## src/rtl/mult_accumulator.sv

```systemverilog
// ============================================================================
// Module: mult_accumulator
//
// Purpose
//   Accumulate stage that sits after the 4-bit signed multiplier. It takes
//   signed product words over a valid/ready handshake and adds up TERMS of
//   them in a row. It then presents the signed total and an overflow flag,
//   and holds both until the consumer takes them. This is the accumulate
//   half of the ALU multiply-accumulate path.
//
// Parameters
//   P_W    width of the incoming signed product word
//   ACC_W  width of the signed accumulator and the sum output (ACC_W >= P_W)
//   TERMS  number of products summed per result (TERMS >= 1)
//
// Ports
//   clk        in   1      rising-edge clock
//   reset      in   1      synchronous active-high reset
//   clear      in   1      synchronous abort; drops any partial or held result
//   in_valid   in   1      prod is valid this cycle
//   in_ready   out  1      block accepts prod this cycle (set while collecting)
//   prod       in   P_W    signed product word
//   out_valid  out  1      sum/ovf hold a finished result
//   out_ready  in   1      consumer takes the result this cycle
//   sum        out  ACC_W  signed accumulated result
//   ovf        out  1      sticky; the true running sum left the ACC_W range
//
// Build option
//   MULT_ACC_SATURATE_EN  when defined, an overflowing add clamps the
//                         accumulator to the most positive or most negative
//                         ACC_W value. When undefined, the accumulator wraps
//                         modulo 2^ACC_W. ovf behaves the same in both builds.
// ============================================================================
module mult_accumulator #(
    parameter int P_W   = 4,
    parameter int ACC_W = 8,
    parameter int TERMS = 4
) (
    input  logic             clk,
    input  logic             reset,
    input  logic             clear,
    input  logic             in_valid,
    output logic             in_ready,
    input  logic [P_W-1:0]   prod,
    output logic             out_valid,
    input  logic             out_ready,
    output logic [ACC_W-1:0] sum,
    output logic             ovf
);

    // The term counter needs at least one bit, even when TERMS == 1.
    localparam int CNT_W = (TERMS > 1) ? $clog2(TERMS) : 1;
    localparam logic [CNT_W-1:0] LAST_CNT = CNT_W'(TERMS - 1);

    // Clamp limits for the saturating build.
    localparam logic [ACC_W-1:0] ACC_MAX = {1'b0, {(ACC_W-1){1'b1}}};
    localparam logic [ACC_W-1:0] ACC_MIN = {1'b1, {(ACC_W-1){1'b0}}};

    typedef enum logic {
        COLLECT = 1'b0,
        HOLD    = 1'b1
    } state_t;

    state_t             state_q, state_d;
    logic [ACC_W-1:0]   sum_q,   sum_d;
    logic               ovf_q,   ovf_d;
    logic [CNT_W-1:0]   count_q, count_d;

    logic [ACC_W:0]     add_ext;
    logic               add_ovf;
    logic [ACC_W-1:0]   add_result;

    // The add uses one guard bit. The accumulator and the product are both
    // already within the ACC_W signed range, so ACC_W+1 bits always hold the
    // exact result. Overflow shows as a mismatch between the top two bits.
    always_comb begin
        add_ext = {sum_q[ACC_W-1], sum_q}
                + {{(ACC_W + 1 - P_W){prod[P_W-1]}}, prod};
        add_ovf = add_ext[ACC_W] ^ add_ext[ACC_W-1];
`ifdef MULT_ACC_SATURATE_EN
        // The guard bit holds the true sign, so it picks the clamp direction.
        if (add_ovf) begin
            add_result = add_ext[ACC_W] ? ACC_MIN : ACC_MAX;
        end else begin
            add_result = add_ext[ACC_W-1:0];
        end
`else
        add_result = add_ext[ACC_W-1:0];
`endif
    end

    // Next-state logic. clear returns the block to its reset values and wins
    // over any handshake in the same cycle. In HOLD the input side is
    // ignored. A release only empties the accumulator, so the earliest a new
    // product can be accepted is the cycle after the release.
    always_comb begin
        state_d = state_q;
        sum_d   = sum_q;
        ovf_d   = ovf_q;
        count_d = count_q;

        if (clear) begin
            state_d = COLLECT;
            sum_d   = '0;
            ovf_d   = 1'b0;
            count_d = '0;
        end else begin
            unique case (state_q)
                COLLECT: begin
                    if (in_valid) begin
                        sum_d = add_result;
                        ovf_d = ovf_q | add_ovf;
                        if (count_q == LAST_CNT) begin
                            state_d = HOLD;
                            count_d = '0;
                        end else begin
                            count_d = count_q + CNT_W'(1);
                        end
                    end
                end
                HOLD: begin
                    if (out_ready) begin
                        state_d = COLLECT;
                        sum_d   = '0;
                        ovf_d   = 1'b0;
                        count_d = '0;
                    end
                end
                default: begin
                    state_d = COLLECT;
                end
            endcase
        end
    end

    // State register with synchronous reset.
    always_ff @(posedge clk) begin
        if (reset) begin
            state_q <= COLLECT;
            sum_q   <= '0;
            ovf_q   <= 1'b0;
            count_q <= '0;
        end else begin
            state_q <= state_d;
            sum_q   <= sum_d;
            ovf_q   <= ovf_d;
            count_q <= count_d;
        end
    end

    // The handshake outputs are decoded only from the registered state.
    // Because of this, there is no combinational path from out_ready to
    // in_ready.
    assign in_ready  = (state_q == COLLECT);
    assign out_valid = (state_q == HOLD);
    assign sum       = sum_q;
    assign ovf       = ovf_q;

endmodule

```

## config.mk

```make
export PLATFORM = sky130hd
export DESIGN_NAME = mult_accumulator
export DESIGN_NICKNAME = d
export VERILOG_FILES = /design/src/rtl/mult_accumulator.sv
export SDC_FILE = /design/constraint.sdc
export NUM_CORES = 1
export LEC_CHECK = 0
export CAP_MARGIN = 15
export CORE_MARGIN = 4
export CORE_UTILIZATION = 46
export DETAILED_ROUTE_END_ITERATION = 7
export PLACE_DENSITY = 0.77
export RECOVER_POWER = 50
export SYNTH_ARGS = -nofsm -noshare
export SYNTH_HDL_FRONTEND = slang
export SYNTH_SLANG_ARGS = --single-unit
export TNS_END_PERCENT = 20
```

## constraint.sdc

```tcl
create_clock -name clk -period 5.3 [get_ports clk]
set_input_delay 1.325 -clock clk [delete_from_list [all_inputs] [get_ports clk]]
set_output_delay 1.325 -clock clk [all_outputs]
set_load 0.1 [all_outputs]
```

-- Word-level counts from Yosys, hierarchy flattened
Cells that the tools add are included.
- logic and storage cells: 28
- flip-flop bits (word level): 12
- input port bits: 9
- add/sub/neg operators: 2
- muxes and demuxes: 14
- equality and inequality tests: 3
- bitwise gates (word level): 3
- reduce and logical (&&, ||, !) cells: 2
- operator list (kind ; number):
    2-to-1 mux 8 bit ; 2
    one-hot mux 8 bit (2 select lines) ; 1
    adder 8 x 4 -> 9 bit ; 1
    2-to-1 mux 2 bit ; 3
    2-to-1 mux 1 bit ; 5
    != test 2 bit (second input constant) ; 2
    one-hot mux 1 bit (2 select lines) ; 2
    one-hot mux 2 bit (2 select lines) ; 1
    adder 2 x 1 -> 2 bit (second input constant) ; 1
    == test 2 bit (second input constant) ; 1
    AND reduction 2 bit ; 1
    OR reduction 2 bit ; 1
    NOT 1 bit ; 1
    bitwise OR 1 bit ; 1
    XOR 1 bit ; 1

-- Logic depth before layout (Yosys ltp)
Gate-level depths: netlist (run 1).
- depth after elaboration: 5
- mapped depth: 7

-- Worst setup path after synthesis (run 1)
OpenSTA, ideal clock, no wires.
- path kind: reg2out
- start: register state_q (netlist: out_valid)
- end: output port in_ready
- stages on the path, launching flop included: 2
- path slack: 2.274 ns
- data required time: 3.975 ns
- data arrival time: 1.701 ns
- cell sequence: dfxtp_1 inv_1
- word-level cells in the longest chain between the ends: 1
- ends and longest elaborated chain (item ; RTL line ; RTL):
    start: declaration ; 64 ; state_t state_q, state_d;
    start signal: assignment ; 144 ; state_q <= state_d;
    NOT 1 bit ; -- ;
    end: declaration ; 43 ; output logic in_ready,
Every way passes these cells.

-- Final worst setup path (run 1)
- start: input port prod[3]
- end: register ovf_q (netlist: ovf)
- word-level cells in the longest chain between the ends: 5
- ends and longest elaborated chain (item ; RTL line ; RTL):
    start: declaration ; 44 ; input logic [P_W-1:0] prod,
    adder 8 x 4 -> 9 bit ; 78 ; + {{(ACC_W + 1 - P_W){prod[P_W-1]}}, prod};
    XOR 1 bit ; 79 ; add_ovf = add_ext[ACC_W] ^ add_ext[ACC_W-1];
    bitwise OR 1 bit ; 112 ; ovf_d = ovf_q | add_ovf;
    2-to-1 mux 1 bit ; 110 ; if (in_valid) begin
    one-hot mux 1 bit (2 select lines) ; 108 ; unique case (state_q)
    end signal: assignment ; 146 ; ovf_q <= ovf_d;
    end: declaration ; 66 ; logic ovf_q, ovf_d;
Every way passes these cells. The select of a mux whose other input is x is not followed.
A chain may end at the register's enable or synchronous reset.

==> results.md, run 1 <==
* Outcome: finished, final reports clean
* Worst-path fanout max at 5
* Synth Register Bits at 12
* Fin crit period at 3.20 ns
* Total track usage at 17.2%
* Post-CTS Resized at 0
* Layout Utilization at 63.5%
* Initial antenna violation count at 0
* Htree depth at 1
* Layout cell share with drive strength beyond 1 at 3.77%
* Leakage power total at 0.000422 uW
* Prevailing post-synth register cell: dfxtp_1
* Worst reg2reg setup slack at 3.34 ns
* Avg WL per Cell at 13.8 um
* Pwr/cell area at 221 mW/mm2
* Worst rel slew slack at 35.0%
* Hold path depth at 2
* Final GP Congestion at 0.795
* Via count at 697
* Top achievable clock speed at 312 MHz
* Number of port buffers at 19
* Synthesis Warnings at 0
* Post-route DRC at 0
* Synthesized Nets at 105
* Post-Route WL at 1.68 mm
* R2r endpoint: sum[6]
* Io pins at 20
* Initial Util at 48.8%
* Worst endpoint required time at 5.51 ns
* Clock skew at 0.00428 ns
* CTS Hold Bufs at 0
* Seq pwr share at 44.9%
* Clock Tree Root: clkbuf_4
* Largest net degree at the start of global routing at 13
* Fin. max-slew vios at 0
* Mapped Cells at 86
* Multi-input logic area at 492 um2
* Setup_tns at 0 ns
* Unrepaired setup endpoints after global routing: false
* Clk network pwr share at 24.3%
* Inst Count DP at 119
* Internal power at 143 uW
* Post-synthesis sequential area ratio at 32.3%
* Hold Startpoint: ovf
* Clock buffer depth at 2
* Post-route cell area at 968 um2
* Hold Fails Final Rpt at 0
* Die Y at 48.2 um
* First-pass GRT wire length at 2.78 mm
* Non-Filler Instances at 122
* Switching fraction of total power at 33.3%
* Via density per instance at 5.71
* Unique masters post-synth at 26
* Vias in the first global route at 675
* Worst Reg-to-Reg Cells at 7
* Least-Margin Pin Slew at 0.972 ns
* Switch Pwr at 71.3 uW
* Grt ovf at 0
* Area Growth Syn to Fin at 30.3%
* Setup crit start kind: input port
* Total CTS buffers at 3
* Clk_lat worst skew at 0.26 ns
* Number of flops mapped to enable cells by yosys at 0
* Register area at 240 um2
* Post-CTS setup buffers at 0
* Full die area at 0.00232 mm2
* Crit path DAT at 3.41 ns
* Area leader, netlist: dfxtp_1
* Synth top area share at 32.3%
* Final Setup Violations at 0
* Placement Cell Area at 946 um2
* Max Cap Viol at 0
* CTS sink count at 12
* Most frequent cell after synthesis: dfxtp_1
* Hold EP: ovf
* Reg clk slew, reported paths at 0.07 ns
* Initial DRT Pass Iterations at 4
* Async SR Flop Fraction at 0%
* Diode count at 0
* Area contributors post-synth: dfxtp_1 32%, ha_1 15%, a22oi_1 6.1%, nor2_1 5.6%, a21oi_1 4.7%
* Row count at 14
* Filler cell count at 153
* Die X at 48.2 um
* Synthesized area at 743 um2
* Crit path capture type: flip-flop
* Synth top cells by count: 12 x dfxtp_1, 11 x nor2_1, 9 x ha_1
* Initial DRC count at 6
* Synth Area per Inst at 8.64 um2
* HP Class: flip-flop to flip-flop
* Worst r2r src: sum[0]
* DP HPWL at 1.35 mm
* Max VDD drop at 0.157 mV
* Tcrit/Tclk final at 60.4%
* Area of the core at 0.00152 mm2
* CTS tree: built
* Critical path class: input port to flip-flop
* Combinational share of power at 30.8%
* Nets at 127
* Post-route ant nets at 0
-- worst max-delay path, cell delays in order --
cell             delay (ns)
clkdlybuf4s50_1        0.50
ha_1                   0.40
a21o_1                 0.18
a21o_1                 0.17
a221o_1                0.40
or3_1                  0.36
nand3_1                0.07
-- sequential cells by signal (all words and copies together) (netlist names) --
register / count
ovf: 1
out_valid: 1
count_q: 2
sum: 8
-- power by group through the flow --
| stage | Sequential [uW] | Combinational, uW | Clock [uW] |
|---|---|---|---|
| floorplan | 118 | 27.3 | 0 |
| global placement | 98.3 | 64.7 | 0 |
| detailed placement | 98.3 | 66.4 | 0 |
| CTS | 96.3 | 66.7 | 55.2 |
| global route | 96.6 | 71.0 | 58.2 |
| finish | 96.3 | 66.0 | 52.1 |
-- worst max-delay path by stage --
stage,from,end,slack [ns],cells after the start
global placement,prod[3],ovf,1.90,7
CTS,out_valid,out_valid,2.11,1
finish,prod[3],ovf,2.10,7
floorplan,out_valid,in_ready,2.27,1
global route,prod[3],ovf,2.03,7
detailed placement,prod[3],ovf,1.85,7
-- through the flow --
| stage | hold WS, ns | power [uW] | worst slack [ns] |
|---|---|---|---|
| 2_1_floorplan | 0.470 | 145 | 2.27 |
| 4_1_cts | 0.483 | 218 | 2.11 |
| 3_5_place_dp | 0.461 | 165 | 1.85 |
| 3_3_place_gp | 0.469 | 163 | 1.90 |
| 5_1_grt | 0.520 | 226 | 2.03 |
| 6_report | 0.475 | 214 | 2.10 |
-- area by class of cell --
class | instances | area share, %
Tap cell | 16 | 2.07
Clock buffer | 3 | 2.33
Inverter | 1 | 0.388
Multi-Input combinational cell | 71 | 50.8
Timing Repair Buffer | 19 | 19.6
Sequential cell | 12 | 24.8
-- layer usage --
layer / part of all wire [%] / global-route usage (%) / wire, um / up-vias
li1: - / - / - / 363
met1: 46 / 21.8 / 782 / 316
met2: 48 / 27.6 / 810 / 16
met3: 4.6 / 3.69 / 78 / 2
met4: 0.71 / 8.06 / 12 / 0
met5: 0 / 0 / 0 / -
-- kinds of logic after synthesis --
group	after synthesis	share of synthesized area (%)
simple gates	30	19.0
fa+ha+maj	10	17.8
mux	1	1.35
buf+inv	3	1.52
flops	12	32.3
xor+xnor	3	3.54
compound gates	27	24.4
-- placed cells by master (no fill, tap or decap), types with 3 or more instances in the layout --
cell type and count:
clkdlybuf4s50_1 16, dfxtp_1 12, nor2_1 11, ha_1 9, a21oi_1 7, nand3_1 6
a22oi_1 6, nand2_1 5, a21o_1 4, o21ai_0 3, clkbuf_4 3, dlygate4sd3_1 3
(Power assumes the default switching activity.)
==> run 2: changes to the inputs <==
Settings changed: CORE_UTILIZATION 46 to 42, PLACE_DENSITY 0.77 to 0.74.
Clock period 5.3 ns to 2.9 ns, I/O delays scaled along.
==> results.md, run 2 (synthesis gave the netlist of run 1 again) <==
* Outcome: finished, final reports clean
* Least-Margin Pin Slew at 1.18 ns
* Top achievable clock speed at 390 MHz
* Critical path class: input port to flip-flop
* First-pass GRT wire length at 2.86 mm
* Grt ovf at 0
* CTS sink count at 12
* Layout cell share with drive strength beyond 1 at 10.9%
* Crit path DAT at 2.79 ns
* Post-Route WL at 1.67 mm
* Area Growth Syn to Fin at 29.3%
* Final Setup Violations at 0
* Post-route DRC at 0
* Commonest non-fill, non-tap cells in the layout: 12 x dfxtp_1, 11 x nor2_1, 9 x ha_1
* Die X at 50.1 um
* Post-route ant nets at 0
* Initial DRT Pass Iterations at 4
* Pwr/cell area at 448 mW/mm2
* Setup_tns at 0 ns
* Reg clk slew, reported paths at 0.09 ns
* Leakage power total at 0.000427 uW
* CTS Hold Bufs at 0
* Place WS at 0.0675 ns
* Worst r2r src: sum[1]
* Max Cap Viol at 0
* Initial Util at 46.6%
* Inst Count DP at 130
* Hold Fails Final Rpt at 0
* CTS tree: built
* Clock Tree Root: clkbuf_4
* Largest net degree at the start of global routing at 12
* Via count at 738
* Worst Reg-to-Reg Cells at 6
* Total CTS buffers at 3
* Setup crit start kind: input port
* Die Y at 50.1 um
* Tcrit/Tclk final at 88.3%
* Vias in the first global route at 709
* Number of port buffers at 19
* Final GP Congestion at 0.890
* Worst reg2reg setup slack at 0.97 ns
* Full die area at 0.00251 mm2
* Hold path depth at 2
* Worst Setup SP: prod[3]
* Row count at 14
* DP HPWL at 1.35 mm
* Clock buffer depth at 2
* Max reg flops at 8
* WHS at 0.481 ns
* Via density per instance at 5.51
* Commonest non-fill, non-tap cell in the layout: dfxtp_1
* Htree depth at 1
* Initial antenna violation count at 0
* Worst rel slew slack at 21.5%
* Total track usage at 14.4%
* Fin. max-slew vios at 0
* Io pins at 20
* Fin crit period at 2.56 ns
* Post-CTS Resized at 0
* Post-CTS setup buffers at 0
* Clock skew at 0.0138 ns
* Max VDD drop at 0.306 mV
* Unrepaired setup endpoints after global routing: false
* Crit path capture type: flip-flop
* Avg WL per Cell at 12.5 um
* Diode count at 0
* Final worst slack at 0.339 ns
* R2r endpoint: ovf
* Area of the core at 0.00159 mm2
* Non-Filler Instances at 134
* Hold EP: ovf
* Worst endpoint required time at 3.12 ns
* HP Class: flip-flop to flip-flop
* Clk_lat worst skew at 0.28 ns
* Hold Startpoint: ovf
* Nets at 130
* Initial DRC count at 20
* Worst-path fanout max at 5
[run 2: cell count changes in the layout (fill, tap and decap cells not counted), sizes merged]
cell,before,now
buf,0,7
dlygate4sd3,3,1
clkdlybuf4s50,16,7
clkbuf,3,11
[run 2: final cells by class]
class                   instances  area, um2
clock buffers                   4       36.3
fillers                       146        633
inverters                       1       3.75
multi-input cells              71        492
flip-flops and latches         12        240
well taps                      24       30.0
repair buffers                 22        159
[run 2: how the worst max path moves through the flow]
stage               end  cells past startpoint  slack [ns]
floorplan           ovf                      6        0.36
global placement    ovf                      7        0.07
detailed placement  ovf                      7        0.07
CTS                 ovf                      7        0.35
global route        ovf                      7        0.27
finish              ovf                      7        0.34
[run 2: layer usage]
layer | global-route usage, % | wire, um | up-vias
li1 | - | - | 370
met1 | 17.8 | 756 | 345
met2 | 23.3 | 805 | 23
met3 | 3.31 | 111 | 0
met4 | 6.45 | 0 | 0
met5 | 0 | 0 | -
[run 2: through the flow]
stage	utilization (%)	total power, uW	cell area [um2]
after floorplan	-	266	743
after global routing	60.3	451	961
after detailed placement	59.7	302	951
after global placement	59.7	300	951
final	60.3	430	961
after CTS	61.9	436	987
[run 2: report_power, final]
part | switching [uW] | leakage [uW] | internal [uW]
Combinational | 78.8 | 0.000309 | 40.9
Sequential | 4.76 | 0.0000976 | 171
Clock | 59.0 | 0.0000210 | 76.3
Total | 143 | 0.000427 | 288
[run 2: worst max-delay path, cell delays in order]
cell	delay (ns)
clkdlybuf4s50_1	0.53
ha_1	0.36
a21o_1	0.17
a21o_1	0.17
a221o_1	0.40
or3_1	0.36
nand3_1	0.08
==> run 3: changes to the inputs <==
Settings changed: CORE_MARGIN 4 to 10, SETUP_SLACK_MARGIN set to 0.15.
==> results.md, run 3 (synthesis gave the netlist of run 1 again) <==
* Reg clk slew, reported paths at 0.07 ns
* Die Y at 62.1 um
* Layout cell share with drive strength beyond 1 at 7.34%
* Initial DRT Pass Iterations at 2
* Crit path max-delay cell type: clkdlybuf4s50_1
* Number of port buffers at 19
* Final GP Congestion at 0.832
* Crit path DAT at 2.76 ns
* Worst r2r src: sum[1]
* Pwr/cell area at 417 mW/mm2
* Clock Tree Root: clkbuf_4
* Fin crit period at 2.55 ns
* Initial Util at 43.5%
* Total track usage at 10.3%
* Initial antenna violation count at 0
* Worst endpoint required time at 3.11 ns
* Outcome: finished, final reports clean
* Critical path depth in cells at 7
* Worst path cell trace: clkdlybuf4s50_1 > ha_1 > buf_4 > and3_2 > a221o_1 > or3_1 > nand3_1
* Top achievable clock speed at 392 MHz
* Vias in the first global route at 712
* Diode count at 0
* Filler cell count at 161
* Delay-heaviest family, CP: buffers and inverters
* Via density per instance at 5.37
* Area Growth Syn to Fin at 26.1%
* Via count at 720
* Final worst slack at 0.347 ns
* Total CTS buffers at 3
* Commonest non-fill, non-tap cell in the layout: dfxtp_1
* Clock skew at 0.00581 ns
* Htree depth at 1
* Post-route cell area at 937 um2
* Avg WL per Cell at 13.2 um
* Row count at 15
* CP max stage delay at 0.52 ns
* Crit path capture type: flip-flop
* Commonest non-fill, non-tap cells in the layout: 12 x dfxtp_1, 11 x nor2_1, 10 x clkbuf_1
* Worst rel slew slack at 21.9%
* Clock buffer depth at 2
* Critical path class: input port to flip-flop
* Post-route ant nets at 0
* Max VDD drop at 0.244 mV
* Max Cap Viol at 0
* HP Class: flip-flop to flip-flop
* Inst Count DP at 131
* Fin. max-slew vios at 0
* Worst Reg-to-Reg Cells at 6
* Worst Setup SP: prod[3]
* Place WS at 0.0659 ns
* First-pass GRT wire length at 3.04 mm
* CTS tree: built
* Full die area at 0.00385 mm2
* Setup crit start kind: input port
* CTS sink count at 12
* Worst reg2reg setup slack at 0.97 ns
* Placement Cell Area at 952 um2
* Worst setup endpoint: ovf
* Initial DRC count at 18
* Unrepaired setup endpoints after global routing: false
* R2r endpoint: ovf
* Nets at 130
* Io pins at 20
* Hold Fails Final Rpt at 0
* Worst-path fanout max at 5
* Area of the core at 0.00171 mm2
* Max reg flops at 8
* Critical path buffer and inverter count at 2
* Grt ovf at 0
* Post-route DRC at 0
* Multi-input logic area at 492 um2
* Non-Filler Instances at 134
* Tcrit/Tclk final at 88.0%
* Die X at 62.1 um
* Post-Route WL at 1.77 mm
* Final Setup Violations at 0
* Register area at 240 um2
* DP HPWL at 1.47 mm
* Clk_lat worst skew at 0.26 ns
* Post-CTS setup buffers at 0
* Setup_tns at 0 ns
* Least-Margin Pin Slew at 1.18 ns
* Post-CTS Resized at 0
* CTS Hold Bufs at 0
* Largest net degree at the start of global routing at 12
* Leakage power total at 0.000408 uW
==> run 3: cell types whose count changed in the layout (fill, tap and decap cells not counted) <==
cell,before,now
buf_4,7,4
clkdlybuf4s50_1,7,8
dlygate4sd3_1,1,0
clkbuf_8,1,0
clkbuf_1,7,10
==> run 3: worst reg2reg max path: stages, from the launching register on <==
cell and delay, ns:
dfxtp_1 0.42, ha_1 0.28, a211oi_1 0.27, nor2_1 0.11
a221o_1 0.36, or3_1 0.37, nand3_1 0.07
==> run 3: final cells by class <==
| type | count | area share, % |
|---|---|---|
| clock buffers | 3 | 2.40 |
| repair buffers | 22 | 15.8 |
| multi-input cells | 71 | 52.5 |
| well taps | 25 | 3.34 |
| inverters | 1 | 0.401 |
| flip-flops and latches | 12 | 25.6 |
==> run 3: metal layers <==
layer	GRT usage, %	up-vias	wire (um)
met5	0	-	0
li1	-	372	-
met2	17.4	11	860
met3	4.27	2	98
met4	2.87	0	8
met1	11.7	335	796
==> run 3: power breakdown <==
group	total (uW)	switching, uW	internal [uW]
Clock	97.8	50.0	47.9
Sequential	176	4.98	171
Combinational	118	77.3	40.4
Total	391	132	259
==> run 3: worst min path at each step <==
stage	startpoint	to	slack (ns)	depth (start not counted)
6_report	ovf	ovf	0.48	2
5_1_grt	ovf	ovf	0.52	2
4_1_cts	ovf	ovf	0.48	2
3_5_place_dp	ovf	ovf	0.46	2
3_3_place_gp	ovf	ovf	0.48	2
2_1_floorplan	count_q[1]	count_q[1]	0.47	2
==> run 3: through the flow <==
stage | hold slack, ns | total power, uW | utilization (%)
6_report | 0.475 | 391 | 54.9
3_3_place_gp | 0.485 | 300 | 55.8
3_5_place_dp | 0.461 | 302 | 55.8
5_1_grt | 0.517 | 419 | 54.9
4_1_cts | 0.484 | 402 | 57.1
2_1_floorplan | 0.470 | 266 | -
